--- src/rtl/iram_loadable.sv ---
// Runtime-loadable instruction store for the downsampling processor.
// Programs stream in through a valid/ready load port; fetch has 1- or 2-cycle latency.
module iram_loadable #(
   parameter int    DATA_W    = 8,
   parameter int    ADDR_W    = 8,
   parameter int    RD_LAT    = 1,
   parameter string INIT_FILE = ""
) (
   input  logic              clk,
   input  logic              rst_n,
   input  logic              FETCH,
   input  logic [ADDR_W-1:0] iAddr,
   output logic [DATA_W-1:0] instr,
   output logic              instr_valid,
   input  logic              load_start,
   input  logic [ADDR_W-1:0] load_base,
   input  logic [ADDR_W:0]   load_len,
   input  logic [DATA_W-1:0] load_data,
   input  logic              load_valid,
   output logic              load_ready,
   output logic              load_done,
   output logic              busy
);
   // state  | meaning
   // S_IDLE | fetches accepted, waiting for load_start
   // S_LOAD | accepting load words, fetches dropped
   // S_DONE | one-cycle load_done pulse, fetches dropped
   typedef enum logic [1:0] {S_IDLE, S_LOAD, S_DONE} state_t;

   state_t              state, state_nx;
   logic [ADDR_W-1:0]   wptr;
   logic [ADDR_W:0]     remaining;
   logic [DATA_W-1:0]   mem [2**ADDR_W];
   logic                fetch_acc;
   logic                wr_en;

   assign fetch_acc = FETCH && (state == S_IDLE);
   assign wr_en     = (state == S_LOAD) && load_valid;

   always_comb begin
      state_nx = state;
      case (state)
         S_IDLE:  if (load_start) state_nx = (load_len == '0) ? S_DONE : S_LOAD;
         S_LOAD:  if (load_valid && remaining == (ADDR_W+1)'(1)) state_nx = S_DONE;
         S_DONE:  state_nx = S_IDLE;
         default: state_nx = S_IDLE;
      endcase
   end

   // Status outputs are registered from the next state so they are glitch-free.
   always_ff @(posedge clk or negedge rst_n) begin
      if (!rst_n) begin
         state      <= S_IDLE;
         wptr       <= '0;
         remaining  <= '0;
         load_ready <= 1'b0;
         load_done  <= 1'b0;
         busy       <= 1'b0;
      end else begin
         state      <= state_nx;
         load_ready <= (state_nx == S_LOAD);
         load_done  <= (state_nx == S_DONE);
         busy       <= (state_nx != S_IDLE);
         if (state == S_IDLE && load_start) begin
            wptr      <= load_base;
            remaining <= load_len;
         end else if (wr_en) begin
            wptr      <= wptr + ADDR_W'(1);
            remaining <= remaining - (ADDR_W+1)'(1);
         end
      end
   end

   // Memory has no reset: a burst cut short by reset keeps what it wrote.
   always_ff @(posedge clk) begin
      if (wr_en) mem[wptr] <= load_data;
   end

   generate
      if (RD_LAT == 2) begin : g_lat2
         logic [DATA_W-1:0] rd_q;
         logic              rd_v;
         always_ff @(posedge clk or negedge rst_n) begin
            if (!rst_n) begin
               rd_q        <= '0;
               rd_v        <= 1'b0;
               instr       <= '0;
               instr_valid <= 1'b0;
            end else begin
               rd_v        <= fetch_acc;
               if (fetch_acc) rd_q <= mem[iAddr];
               instr_valid <= rd_v;
               if (rd_v) instr <= rd_q;
            end
         end
      end else begin : g_lat1
         always_ff @(posedge clk or negedge rst_n) begin
            if (!rst_n) begin
               instr       <= '0;
               instr_valid <= 1'b0;
            end else begin
               instr_valid <= fetch_acc;
               if (fetch_acc) instr <= mem[iAddr];
            end
         end
      end
   endgenerate
endmodule
--- config.mk ---
export PLATFORM = sky130hd
export DESIGN_NAME = iram_loadable
export DESIGN_NICKNAME = d
export VERILOG_FILES = /design/src/rtl/iram_loadable.sv
export SDC_FILE = /design/constraint.sdc
export NUM_CORES = 2
export LEC_CHECK = 0
export CAP_MARGIN = 25
export CORE_ASPECT_RATIO = 1.5
export CORE_UTILIZATION = 65
export DETAILED_ROUTE_END_ITERATION = 10
export MAX_ROUTING_LAYER = met4
export PLACE_DENSITY = 0.82
export SLEW_MARGIN = 0
export SYNTH_ARGS = -nofsm -noshare
export SYNTH_HDL_FRONTEND = slang
export SYNTH_SLANG_ARGS = --single-unit
--- constraint.sdc ---
create_clock -name clk -period 5.9 [get_ports clk]
set_clock_uncertainty 0.05 [all_clocks]
set_input_delay 1.18 -clock clk [delete_from_list [all_inputs] [get_ports clk]]
set_output_delay 1.18 -clock clk [all_outputs]
set_load 0.01 [all_outputs]
==> run metrics <==
register area share after synthesis 0.7614; most used flip-flop cell after synthesis edfxtp_1; Post-Syn Nets 4222; drc violations 0; CTS tree yes; GPL Wtd Cong slightly above 0.9; HPWL Detailed 125000 µm; Area after DPL 83550 µm²; synth unique cells 68; initial antenna violation count 12; ys async rst share 0.01491; WL final 215200 µm; required time of the critical path 6580 ps; Final setup viols 0; vias per inst 7.278; largest area contributor in the netlist edfxtp_1; status finished clean; Clock Tree Root clkbuf_16; Starting Density 0.6546; post-CTS resize count 0; Post-Synthesis Cell Area between 80000 and 90000 µm²; IO Port Bufs 49; Final Cycle Share 0.7748; Layout area overhead 8.884%; slowest stage delay, CP about 830 ps; Worst-path clk slew 60 ps; design area 89050 µm²; via count 43730; pre-CTS WS 778.1 ps; Slowest cell on crit path nor4_1; Max VDD drop ~370 µV; clk buf depth 3; pins over their slew limit 0; cells after synthesis 4178; drt pass-1 iters 7; worst r2r src state[1]; Fmax achieved 0.2188 GHz; antenna-violating nets left 0; cell mode on critical path buf_4; CORE AREA 124900 µm²; placed insts 5687; min-delay src instr[6]; Synth top cells by count edfxtp_1 (2048), mux2i_1 (419), mux4_2 (304), nor2_1 (302), o22ai_1 (123); Setup WS post-layout 1329 ps; number of enable flip-flop cells after synthesis 2048; final cell count without fillers approximately 6000; most common cell in the netlist edfxtp_1; max-cap violation count 0; Setup Buffers After CTS 0; Die H 436.4 µm; Leakage roughly 28 nW; Synth Warn # 0; Worst Path Max Fanout 40; Total Neg Setup Slack 0 ps; first-pass GRT wire length around 310000 µm; overall power 30.29 mW; leading post-synthesis cells by cell area edfxtp_1 (75%), mux4_2 (8.4%), mux2i_1 (5.1%); kind of end point of the critical path flip-flop; hold crit path type flip-flop to flip-flop; # hold bufs at CTS 0; Hold Fails Final Rpt 0; Worst-Skew Late Latency 830 ps; number of buffers created by CTS 170; GR Util All Layers 0.3515; CTS H-Tree Depth 4; WS Path Type input pin to flip-flop; # IOs 50; top-area cell type share of the netlist area 0.7520; RSZ-0062 raised after global routing false; Die Span X 291.6 µm; Final nets between 4000 and 5000; Startpoint Class input pin; vias in the first global route 44140; fraction of layout cells with a size suffix above 1 0.1586; total global routing overflow 0; Synth Area per Inst 19.58 µm²; Worst Tran Pin Value 1272 ps; num rows 159; Routed WL per cell roughly 36 µm; Slew Limit Headroom 0.1304; CP startpoint iAddr[2]; CP arrival about 5300 ps; 1st-iter DRT viols 6830; pin count of the biggest net entering global routing 158; Pwr Density 340.1 nW/µm²; die area 127300 µm²; Final min period 4571 ps; Synth Register Bits 2079; clock sink total 2079; CP Cell Sequence buf_4 -> nand2b_2 -> buf_4 -> o221ai_1 -> o22ai_1 -> o21ai_0 -> a21oi_1 -> nor4_1 -> buf_4 -> a221o_1
-- through the flow --
stage               hold WS (ps)  utilization
floorplan                  458.3            -
global placement           428.9       0.6688
detailed placement         435.3       0.6688
CTS                        451.6       0.7113
global route               480.5       0.7127
finish                     455.5       0.7128
-- metal layers --
| layer | track usage | vias up | share of wire |
|---|---|---|---|
| met5 | - | - | 0 |
| met1 | 0.4004 | 21940 | 0.30 |
| li1 | - | 17310 | - |
| met2 | 0.5512 | 3572 | 0.49 |
| met3 | 0.07475 | 914 | 0.11 |
| met4 | 0.2626 | 0 | 0.091 |
-- final cells by class --
type	count	area, µm²
Sequential cell	2079	62270
Fill cell	6788	35880
Multi-Input combinational cell	1826	17600
Clock buffer	213	4509
Tap cell	1610	2014
Timing Repair Buffer	170	1778
Clock inverter	90	802.0
Inverter	11	43.79
Antenna cell	10	25.02
-- report_power, final --
part / internal, mW / switching [mW] / leakage (nW) / total [mW]
combinational: 0.739 / 1.82 / 7.07 / 2.56
clock: 5.96 / 5.15 / 2.60 / 11.1
sequential: 16.4 / 0.172 / 18.8 / 16.6
-- placed cells by master, fill, tap and decap left out, types with 16 or more instances in the layout --
cell and count:
a22oi_1 18, a2111oi_0 16, nor2_1 300, clkinv_2 31, buf_4 95, mux4_2 304
nor3_1 17, o211ai_1 17, o22ai_1 123, edfxtp_1 2048, o21ai_0 68, buf_12 20
o221ai_1 62, nand3_1 38, clkbuf_1 37, a211oi_1 53, a221oi_1 37, dfrtp_1 31
clkinv_1 33, nand2_1 113, clkbuf_16 174, a21oi_1 81, mux2i_1 419, clkdlybuf4s50_1 36
-- sequential cells by signal, indices dropped and copies added, names as in the netlist --
name,cells
instr_valid,1
wptr,8
state,2
mem,2048
busy,1
load_ready,1
remaining,9
load_done,1
instr,8
-- path summary, 6_finish.rpt --
| check | cells after the start | slack [ps] | endpoint |
|---|---|---|---|
| worst max-delay path | 10 | 1330 | instr[5] |
| worst min-delay path | 1 | 460 | instr[6] |
| worst max register to register | 9 | 2000 | instr[5] |
| worst min register to register | 1 | 460 | instr[6] |
| max in group asynchronous | 1 | 4650 | remaining[6] |
| min in group asynchronous | 1 | 510 | wptr[3] |
-- cells by family (layout without fill, tap and decap cells) --
logic type / count (synthesis) / count (layout) / share of synthesized area
compound gates: 537 / 537 / 0.04556
xor+xnor: 1 / 1 / 0.0001071
fa+ha+maj: 6 / 6 / 0.0009179
buf+inv: 273 / 484 / 0.02364
flops: 2079 / 2079 / 0.7614
mux: 740 / 740 / 0.1399
other cells: 0 / 10 / 0
simple gates: 542 / 542 / 0.02844
-- critical path, delay by kind of cell --
kind            cells  cell delay (ps)
simple gates        2             1580
compound gates      5             1210
buf+inv             3             1260
Note: power is estimated with default switching activity, not from simulation.
